--- config.mk ---
export PLATFORM = sky130hd
export DESIGN_NAME = gearbox_rx_sync
export DESIGN_NICKNAME = d
export VERILOG_FILES = /design/src/rtl/gearbox_rx_sync.sv
export SDC_FILE = /design/constraint.sdc
export NUM_CORES = 1
export LEC_CHECK = 0
export CAP_MARGIN = 5
export CORE_MARGIN = 2
export CORE_UTILIZATION = 55
export CTS_CLUSTER_SIZE = 24
export DETAILED_ROUTE_END_ITERATION = 16
export PLACE_DENSITY = 0.77
export SETUP_SLACK_MARGIN = 0.5
export SLEW_MARGIN = 20
export SYNTH_ARGS = -nofsm -noshare
export SYNTH_HDL_FRONTEND = slang
export SYNTH_SLANG_ARGS = --single-unit
--- constraint.sdc ---
create_clock -name user_clk -period 6.2 [get_ports user_clk]
set_input_delay 1.24 -clock user_clk [delete_from_list [all_inputs] [get_ports user_clk]]
set_output_delay 1.24 -clock user_clk [all_outputs]
set_load 0.01 [all_outputs]
--- src/rtl/gearbox_rx_sync.sv ---
`timescale 1ns/1ps
`default_nettype none
// +----------------------------------------------------------------------+
// | gearbox_rx_sync : IN_W -> IN_W*RATIO receive gearbox with bit-slip   |
// |                   sync-header lock state machine                      |
// | rev 1.0                                                               |
// +----------------------------------------------------------------------+
module gearbox_rx_sync #(
  parameter int IN_W      = 20,
  parameter int RATIO     = 4,
  parameter int LOCK_CNT  = 64,
  parameter int WINDOW    = 1024,
  parameter int BAD_MAX   = 16,
  parameter int SLIP_WAIT = 4
) (
  input  logic                          user_clk,
  input  logic                          reset_n,
  input  logic [IN_W-1:0]               data_in,
  output logic [IN_W*RATIO-1:0]         data_out,
  output logic                          data_valid,
  output logic                          locked,
  output logic [$clog2(IN_W*RATIO)-1:0] bit_offset
);

  localparam int OUT_W  = IN_W * RATIO;
  localparam int BUF_W  = 2 * OUT_W;
  localparam int HIST_W = BUF_W - IN_W;
  localparam int OFF_W  = $clog2(OUT_W);
  localparam int WC_W   = (RATIO > 1) ? $clog2(RATIO) : 1;
  localparam int GC_W   = $clog2(LOCK_CNT + 1);
  localparam int WN_W   = (WINDOW > 1) ? $clog2(WINDOW) : 1;
  localparam int BD_W   = $clog2(BAD_MAX + 1);
  localparam int BL_W   = (SLIP_WAIT > 0) ? $clog2(SLIP_WAIT + 1) : 1;

  localparam logic [WC_W-1:0]  WC_LAST  = WC_W'(RATIO - 1);
  localparam logic [WC_W-1:0]  WC_ONE   = WC_W'(1);
  localparam logic [GC_W-1:0]  GC_LAST  = GC_W'(LOCK_CNT - 1);
  localparam logic [GC_W-1:0]  GC_ONE   = GC_W'(1);
  localparam logic [WN_W-1:0]  WN_LAST  = WN_W'(WINDOW - 1);
  localparam logic [WN_W-1:0]  WN_ONE   = WN_W'(1);
  localparam logic [BD_W-1:0]  BD_LAST  = BD_W'(BAD_MAX - 1);
  localparam logic [BD_W-1:0]  BD_ONE   = BD_W'(1);
  localparam logic [BL_W-1:0]  BL_INIT  = BL_W'(SLIP_WAIT);
  localparam logic [BL_W-1:0]  BL_ONE   = BL_W'(1);
  localparam logic [OFF_W-1:0] OFF_LAST = OFF_W'(OUT_W - 1);
  localparam logic [OFF_W-1:0] OFF_ONE  = OFF_W'(1);

  typedef enum logic [1:0] {
    HUNT   = 2'd0,
    VERIFY = 2'd1,
    LOCK   = 2'd2
  } state_t;

  state_t            state;
  logic [HIST_W-1:0] hist;
  logic [BUF_W-1:0]  nxt;
  logic [OUT_W-1:0]  blk;
  logic [WC_W-1:0]   word_cnt;
  logic [GC_W-1:0]   good_cnt;
  logic [WN_W-1:0]   win_cnt;
  logic [BD_W-1:0]   bad_cnt;
  logic [BL_W-1:0]   blank;
  logic              capture;
  logic              hdr_good;

  // Only the low HIST_W bits of the 2*OUT_W window are ever read back, so only those are stored.
  assign nxt      = {hist, data_in};
  assign blk      = nxt[bit_offset +: OUT_W];
  assign hdr_good = blk[OUT_W-1] ^ blk[OUT_W-2];
  assign capture  = (word_cnt == WC_LAST);

  function automatic logic [OFF_W-1:0] next_offset(input logic [OFF_W-1:0] off);
    return (off == OFF_LAST) ? '0 : off + OFF_ONE;
  endfunction

  always_ff @(posedge user_clk or negedge reset_n) begin
    if (!reset_n) begin
      hist       <= '0;
      word_cnt   <= '0;
      data_out   <= '0;
      data_valid <= 1'b0;
      locked     <= 1'b0;
      bit_offset <= '0;
      state      <= HUNT;
      good_cnt   <= '0;
      win_cnt    <= '0;
      bad_cnt    <= '0;
      blank      <= '0;
    end else begin
      hist       <= nxt[HIST_W-1:0];
      data_valid <= 1'b0;
      if (!capture) begin
        word_cnt <= word_cnt + WC_ONE;
      end else begin
        word_cnt   <= '0;
        data_out   <= blk;
        data_valid <= 1'b1;
        if (blank != '0) begin
          blank <= blank - BL_ONE;
        end else begin
          case (state)
            HUNT: begin
              if (hdr_good) begin
                if (LOCK_CNT == 1) begin
                  state    <= LOCK;
                  locked   <= 1'b1;
                  good_cnt <= '0;
                  win_cnt  <= '0;
                  bad_cnt  <= '0;
                end else begin
                  state    <= VERIFY;
                  good_cnt <= GC_ONE;
                end
              end else begin
                bit_offset <= next_offset(bit_offset);
                blank      <= BL_INIT;
              end
            end
            VERIFY: begin
              if (hdr_good) begin
                if (good_cnt == GC_LAST) begin
                  state    <= LOCK;
                  locked   <= 1'b1;
                  good_cnt <= '0;
                  win_cnt  <= '0;
                  bad_cnt  <= '0;
                end else begin
                  good_cnt <= good_cnt + GC_ONE;
                end
              end else begin
                state      <= HUNT;
                good_cnt   <= '0;
                bit_offset <= next_offset(bit_offset);
                blank      <= BL_INIT;
              end
            end
            LOCK: begin
              // Loss of lock wins over the window rollover on the same block.
              if (!hdr_good && (bad_cnt == BD_LAST)) begin
                state    <= HUNT;
                locked   <= 1'b0;
                good_cnt <= '0;
                win_cnt  <= '0;
                bad_cnt  <= '0;
              end else if (win_cnt == WN_LAST) begin
                win_cnt <= '0;
                bad_cnt <= '0;
              end else begin
                win_cnt <= win_cnt + WN_ONE;
                if (!hdr_good) begin
                  bad_cnt <= bad_cnt + BD_ONE;
                end
              end
            end
            default: begin
              state  <= HUNT;
              locked <= 1'b0;
            end
          endcase
        end
      end
    end
  end

endmodule
`default_nettype wire

# Word level (Yosys, flattened, before mapping)

Cells that the tools add are included.
Widths: inputs -> output; s select.

Shifts and indexed selects: 1
Muxes and demuxes: 31
Reductions and logical operators: 15
Multiply operators: 0
Div/mod/pow operators: 0
Bitwise operators: 4
Order comparisons: 0
Add/sub/neg operators: 6
Equal/unequal tests: 14

Operators by type and width:

| kind                  | number |
|---|---|
| $shiftx 160x8->80     | 1 |
| $mux 10               | 4 |
| $mux 7                | 5 |
| $mux 5                | 5 |
| $pmux 7 s3            | 1 |
| $pmux 10 s2           | 1 |
| $reduce_and 5->1      | 3 |
| $add 7x1->7 const B   | 2 |
| $reduce_and 6->1      | 2 |
| $add 10x1->10 const B | 1 |
| $eq 10x10->1 const B  | 1 |
| $mux 2                | 5 |
| $pmux 5 s2            | 1 |
| $mux 3                | 3 |
| $ne 2x2->1 const B    | 4 |
| $eq 7x6->1 const B    | 1 |
| $eq 7x7->1 const B    | 1 |
| $pmux 2 s3            | 1 |
| $reduce_bool 3->1     | 2 |
| $add 5x1->5 const B   | 1 |
| $eq 5x4->1 const B    | 1 |
| $eq 2x2->1 const B    | 2 |
| $mux 1                | 4 |
| $ne 4x4->1 const B    | 1 |
| 15 further kinds      | 18 |

Memories: 0
Output and inout bits: 89
Flip-flop bits (word level): 258
Bits in read-only memories: 0
Logic and storage cells: 82
Bits in latches: 0
Bits in writable memories: 0
Bits of input ports: 22

# Logic depth before layout (Yosys ltp)

Gate-level depths: netlist (run 1).

Depth in word-level cells: 6
Depth in mapped cells: 15
Depth with buffers taken out: 9

# Worst setup path before layout (run 1)

OpenSTA, ideal clock, no wires.

Path type: reg-to-reg
Start: register bit_offset[1]
End: register bit_offset[4]
Slack: 2.656 ns
Library setup time: 0.066 ns
Period minus slack after synthesis: 3.544 ns
Path buffers: 3
Data required time: 6.134 ns
Stages on the path, launching flop included: 13
Arrival time: 3.478 ns
Cell sequence: dfrtp_1 buf_6 buf_6 mux4_2 mux4_2 mux2_2 xnor2_1 a22oi_2 o21ai_2 or3_1 clkbuf_1 or4_1 nand2_1

Longest elaborated chain between the ends: 4
Elaborated cells between the ends (all ways): 7
Those cells by class: 1 x add/sub; 1 x eq/ne; 1 x shift; 1 x mux; 2 x bitwise; 1 x reduce/logical

Ends and longest elaborated chain:

| element                           | line | text |
|---|---|---|
| start: declaration                | 22   | `output logic [$clog2(IN_W*RATIO)-1:0] bit_offset` |
| start signal: assignment          | 115  | `bit_offset <= next_offset(bit_offset);` |
| start signal: assignment          | 133  | `bit_offset <= next_offset(bit_offset);` |
| $shiftx 160x8->80                 | 68   | `assign blk = nxt[bit_offset +: OUT_W];` |
| $xor 1x1->1                       | 69   | `assign hdr_good = blk[OUT_W-1] ^ blk[OUT_W-2];` |
| $not 1->1 (no source line)        | -    |  |
| $reduce_and 4->1 (no source line) | -    |  |

Several ways; a longest one is shown, not always the timed one.
A chain may end at the register's enable or synchronous reset.

# Final worst setup path (run 1)

Start: register bit_offset[1]
End: register win_cnt[2]

Longest elaborated chain between the ends: 6
Elaborated cells between the ends (all ways): 8
Those cells by class: 1 x eq/ne; 1 x shift; 2 x mux; 1 x bitwise; 3 x reduce/logical

Ends and longest elaborated chain:

| element                | line | text |
|---|---|---|
| $shiftx 160x8->80 (*)  | 68   |  |
| $xor 1x1->1 (*)        | 69   |  |
| $logic_not 1->1        | -    |  |
| $logic_and 1x1->1      | 139  | `if (!hdr_good && (bad_cnt == BD_LAST)) begin` |
| $mux 10                | 139  |  |
| $pmux 10 s2            | 101  | `case (state)` |
| end signal: assignment | 149  | `win_cnt <= win_cnt + WN_ONE;` |
| end: declaration       | 60   | `logic [WN_W-1:0] win_cnt;` |

Every way passes the cells marked *; elsewhere a longest branch is shown, timed or not.

==> flow_summary.yaml, run 1 <==
cells_and_area:
  final_util_pct: 61.9
  multiInputGateArea_sq_mm: 0.0126
  layout.nets: 1893
  fillers: 2848
  layout-drive-gt1-share_pct: 22.8
  regArea_sq_mm: 0.00648
  area_growth_pct: 10.8
global_routing:
  grt_overflow_total: 0
  grt_pass1_wl_mm: 99.4
  grt_pass1_vias: 15700
  grt_max_degree: 145
  antenna_found_initial: 3
  grt_usage_pct: 34.1
sta:
  setup-violations-final: 0
  clock_skew_ns: 0.0319
  finalSetupTns_ns: 0
  fmax_ghz: 0.214
  fin_ws_ns: 1.54
  rsz0062_at_grt: "no"
  worst_pin_slew_ns: 1.13
  slew_headroom_pct: 24.6
  min_period_over_period_pct: 75.2
  maxSlewViolCount: 0
  hold_viol_final: 0
  min_period_ns: 4.66
clocking:
  cts_inserted_buffers: 28
  ctsHtreeMaxLevel: 1
  path_clk_slew_ns: 0.06
  cts_root_buf: "clkbuf_16"
  holdBufCountCts: 0
  clk_latency_ns: 0.58
  cts_buffer_depth: 3
  clock_sinks: 258
  cts-resized-gates: 0
  postCtsSetupRepairBufs: 0
  cts_tree: "built"
synth:
  syn-num-nets: 1910
  post-synth-top-count-cell: "dfrtp_1"
  synth-edff-count: 0
  async_flop_share_pct: 100
  ys.warnings.count: 0
  netlist_instances: 1877
  synth.distinct_cells: 65
  synth_flop_cell: "dfrtp_1"
  netlist_area_sq_mm: 0.0199
  yosys_register_bits: 258
  synth_top_area_cell: "dfrtp_1"
  yosysTopAreaCellShare_pct: 32.5
  synth_seq_area_share_pct: 32.5
  netlist_top_cells_count: "dfrtp_1, nor2_1, mux4_2, mux2i_1, nand2_1"
  synth.area.top_cells: "dfrtp_1, mux4_2, mux2i_1"
  syn_area_per_cell_sq_um: 10.6
floorplan:
  core_sq_mm: 0.0356
  die_y_um: 194
  start_util_pct: 55.9
  placementRows: 69
  die_w_um: 194
  die-area_sq_mm: 0.0377
  ioPinCount: 111
route:
  antenna_left: 0
  wl_mm: 64.1
  wl_per_cell_um: 27.3
  viasPerCell: 7.15
  first_pass_iters: 6
  drt_iter0_drc: 2753
  drc: 0
  vias: 16800
setup_path:
  cp-start-kind: "register"
  crit_fanout: 63
  cp.required_ns: 6.65
  cp_data_arrival_time_ns: 5.11
  end_kind: "register"
  path_class: "register to register"
power_and_ir_drop:
  cellPowerDensity_mw_per_mm2: 497
  p_leak_nw: 9.22
  ir_drop_v: 0.000289
run:
  drv_cap: 0
run_status:
  outcome: "finished clean"
place:
  routabilityCongestion: 1.01
  dp_hpwl_mm: 47.1
  pre_cts_slack_ns: 1.58
  io_buffers: 110
worst_hold_path:
  hold_path_class: "register to register"
[layout make-up]
type                       instances  area share (%)
antenna                            1          0.0114
clock buffer                      46            3.99
clock inverter                     5           0.341
inverter                          38           0.693
multi-input combinational       1408            57.1
sequential                       258            29.4
tap                              461            2.62
timing repair buffer             126            5.80
[cells by family (layout without fill, tap and decap cells)]
kind of cell               after synthesis  after routing  share of synthesized area (%)
xor gates and xnor gates                 5              5                          0.220
AOI/OAI and AO/OA                      401            401                           12.8
DFF                                    258            258                           32.5
adders and majority gates               11             11                          0.692
other                                    0              1                              0
and+or+nand+nor                        478            478                           9.87
buffers and inverters                  211            215                           4.30
muxes                                  513            513                           39.7
[flip-flops by register name (all words and copies together), names as in the netlist]
register and flops:
hist 140, data_out 80, data_valid 1, locked 1, bad_cnt 5, good_cnt 7, bit_offset 7, blank 3
state 2, win_cnt 10, word_cnt 2
[layout by cell type, fill, tap and decap left out, types with 4 or more instances in the layout]
cell type / count
buf_12: 4
a21o_1: 6
or3_1: 6
or2_2: 4
a21oi_1: 142
a211o_1: 11
o21ai_0: 76
nand3_1: 20
dfrtp_4: 5
mux2_2: 140
buf_4: 12
clkbuf_1: 8
mux2i_1: 166
o21a_1: 27
o31ai_1: 6
a22o_1: 6
inv_1: 32
nor2b_1: 6
dfrtp_1: 251
a31oi_1: 14
o311a_1: 13
clkdlybuf4s50_1: 109
clkbuf_8: 9
nand2b_1: 5
ha_1: 10
and3_1: 4
o22ai_1: 13
nor3_1: 14
nor2_1: 254
clkbuf_16: 29
and2_1: 6
a211oi_1: 15
mux4_2: 206
o211ai_1: 31
nand2_1: 148
o221ai_1: 16
[critical path, cell delays in order (launching register included)]
cell	delay, ns
dfrtp_4	0.98
buf_4	0.51
mux4_2	0.58
mux2i_1	0.21
mux4_2	0.29
xor2_1	0.08
a22oi_2	0.33
o21ai_2	0.18
a21boi_1	0.80
nor4_2	0.24
a31o_2	0.31
[metal layers]
layer,global-route usage (%),vias to the layer above,routed length [um]
li1,-,7076,-
met1,50.3,8278,24900
met2,49.5,1210,28200
met3,7.48,187,8130
met4,13.3,2,2870
met5,0,-,9
[worst paths after layout]
| kind | cells past startpoint | end | slack (ns) | startpoint |
|---|---|---|---|---|
| max | 10 | win_cnt[2] | 1.54 | bit_offset[1] |
| min reg2reg | 0 | hist[115] | 0.45 | hist[95] |
| max reg2reg | 10 | win_cnt[2] | 1.54 | bit_offset[1] |
| min | 0 | hist[115] | 0.45 | hist[95] |
| min in group asynchronous | 1 | good_cnt[6] | 0.68 | reset_n |
| max in group asynchronous | 2 | bit_offset[3] | 4.22 | reset_n |
[through the flow]
| stage | cell area [sq um] | cells | hold WS [ns] | total power, mW |
|---|---|---|---|---|
| after floorplan | 19900 | 1877 | 0.384 | 6.77 |
| after global placement | 21100 | 2291 | 0.434 | 8.90 |
| after detailed placement | 21100 | 2291 | 0.435 | 8.99 |
| after CTS | 22000 | 2342 | 0.453 | 10.8 |
| after global routing | 22000 | 2342 | 0.466 | 11.4 |
| final | 22000 | 2343 | 0.451 | 10.9 |
[power by group]
group | internal, mW | switching [mW] | total (mW)
clock network | 1.04 | 0.677 | 1.72
registers | 2.03 | 0.384 | 2.41
logic | 3.06 | 3.75 | 6.81
Power figures use the tool's default switching activity.
==> run 2, diff against run 1 <==
==> constraint.sdc (replaced) <==
create_clock -name user_clk -period 4.85 [get_ports user_clk]
set_input_delay 0.97 -clock user_clk [delete_from_list [all_inputs] [get_ports user_clk]]
set_output_delay 0.97 -clock user_clk [all_outputs]
set_load 0.01 [all_outputs]
==> run 2 against run 1 <==
  * Sequential power grew 27%
  * Die area is the same
  * Critical path depth grew 1
  * Design area grew 0.49%
  * Via count is essentially flat
  * Count of clock-buffer cells in the layout shrank 11
  * Maximum frequency grew 16%
  * Total power grew 28%
  * Sequential cell count is the same
  * Register-to-register slack lost 0.71 ns
  * First-iteration DRC count grew 5.7%
==> flow_summary.yaml, run 2 (same netlist as run 1, synthesis figures left out) <==
run_status:
  outcome: "finished clean"
power_and_ir_drop:
  cellPowerDensity_mw_per_mm2: 633
  p_seq_share_pct: 21.8
  pwr-share-comb_pct: 62.9
  ir_drop_v: 0.000466
  p_leak_nw: 9.29
  pwr-share-clk_pct: 15.3
  p_switching_mw: 6.19
  swShare_pct: 44.2
  p_int_mw: 7.82
cells_and_area:
  layout-drive-gt1-share_pct: 23.5
  area_growth_pct: 11.3
  multiInputGateArea_sq_mm: 0.0126
  antenna_cells: 0
  largest_register: "hist"
  final_common_cell: "nor2_1"
  fillers: 2797
  layout.nets: 1903
  reg_top3: "hist (140), data_out (80), win_cnt (10)"
  largest_reg_flops: 140
  regArea_sq_mm: 0.00648
  final_cell_mix: "nor2_1, dfrtp_1, mux4_2"
route:
  drt_iter0_drc: 2910
  wl_mm: 63.8
  drc: 0
  first_pass_iters: 9
  wl_per_cell_um: 27.1
  antenna_left: 0
  vias: 16800
  viasPerCell: 7.12
clocking:
  cts_buffer_depth: 3
  ctsHtreeMaxLevel: 1
  cts_inserted_buffers: 28
  cts_tree: "built"
  cts_root_buf: "clkbuf_16"
  clock_sinks: 258
  path_clk_slew_ns: 0.06
  cts-resized-gates: 0
  clk_latency_ns: 0.57
global_routing:
  grt_pass1_wl_mm: 98.7
  top_usage_layer: "met2"
  use_met1_pct: 50.0
  grt_max_degree: 138
  gr-usage-met2_pct: 50.2
  grt_usage_pct: 33.7
  antenna_found_initial: 0
  grtUsageMet3_pct: 6.94
  grt_overflow_total: 0
  grt_pass1_vias: 15800
setup_path:
  cp.required_ns: 5.35
  crit_path_cell_trace: "buf_4 > mux4_2 > mux2i_1 > nor3_1 > a31oi_1 > xor2_1 > o21ai_2 > a21boi_1 > buf_4 > nor4_2 > a22o_1"
  slowest_delay_ns: 0.74
  end_kind: "register"
  crit_slowest_cell: "dfrtp_4"
  path_class: "register to register"
  cp_data_arrival_time_ns: 4.53
  cp-start-kind: "register"
  crit_fanout: 25
  crit_top_cell: "buf_4"
sta:
  maxSlewViolCount: 0
  clock_skew_ns: 0.0222
  setup-violations-final: 0
  finalSetupTns_ns: 0
  whs_ns: 0.444
  hold_viol_final: 0
  rsz0062_at_grt: "no"
  slew_headroom_pct: 39.0
  worst_pin_slew_ns: 0.916
  fmax_ghz: 0.248
  min_period_ns: 4.03
  min_period_over_period_pct: 83.0
floorplan:
  die-area_sq_mm: 0.0377
  core_sq_mm: 0.0356
  ioPinCount: 111
  die_w_um: 194
  die_y_um: 194
  placementRows: 69
  start_util_pct: 55.9
place:
  dp_hpwl_mm: 46.9
  routabilityCongestion: 0.992
  io_buffers: 110
run:
  drv_cap: 0
worst_hold_path:
  hold_path_class: "register to register"
-- run 2: per-layer routing --
| metal | up-vias | wire [um] |
|---|---|---|
| met1 | 8354 | 25700 |
| met3 | 162 | 7270 |
| met2 | 1164 | 28500 |
| li1 | 7077 | - |
| met5 | - | 0 |
| met4 | 0 | 2370 |
-- run 2: path summary, 6_finish.rpt --
check                         startpoint           to  slack (ns)  cells after the start
max                        bit_offset[1]   win_cnt[5]        0.82                     11
min                              hist[8]     hist[28]        0.44                      0
max reg2reg                bit_offset[1]   win_cnt[5]        0.82                     11
min reg2reg                      hist[8]     hist[28]        0.44                      0
max in group asynchronous        reset_n     hist[25]        3.37                      2
min in group asynchronous        reset_n  good_cnt[1]        0.47                      1
-- run 2: metrics by stage --
| stage | cells | setup WS (ns) | util (%) | total power, mW | cell area [sq um] |
|---|---|---|---|---|---|
| after floorplan | 1877 | 1.31 | - | 8.65 | 19900 |
| after global placement | 2300 | 0.784 | 59.6 | 11.4 | 21200 |
| after detailed placement | 2300 | 0.622 | 59.6 | 11.5 | 21200 |
| after CTS | 2351 | 0.632 | 62.2 | 13.7 | 22100 |
| after global routing | 2352 | 0.578 | 62.2 | 14.6 | 22100 |
| final | 2352 | 0.823 | 62.2 | 14.0 | 22100 |
-- run 2: power by group through the flow --
stage | Clock (mW) | Combinational, mW | Sequential (mW)
CTS | 2.17 | 8.50 | 3.07
detailed placement | 0 | 8.44 | 3.10
finish | 2.15 | 8.81 | 3.05
global placement | 0 | 8.35 | 3.08
global route | 2.26 | 9.24 | 3.11
floorplan | 0 | 5.61 | 3.04
-- run 2: critical path, delay by kind of cell (launching register included) --
kind / cells / cell delay [ns]
flip-flops: 1 / 0.74
AND/OR/NAND/NOR: 2 / 0.70
multiplexers: 2 / 0.81
buffers and inverters: 2 / 0.52
AO/OA/AOI/OAI: 4 / 0.98
XOR/XNOR: 1 / 0.19
-- run 2: timing repair --
item,in CTS,in global routing
hold buffers,0,0
setup endpoints to repair,0,12
buffers inserted,0,1
-- run 2: layout make-up --
cell class,instances,share of cell area [%]
Clock buffer,35,3.56
Clock inverter,16,0.633
Inverter,38,0.690
Multi-Input combinational cell,1408,56.9
Sequential cell,258,29.3
Tap cell,461,2.61
Timing Repair Buffer,136,6.39
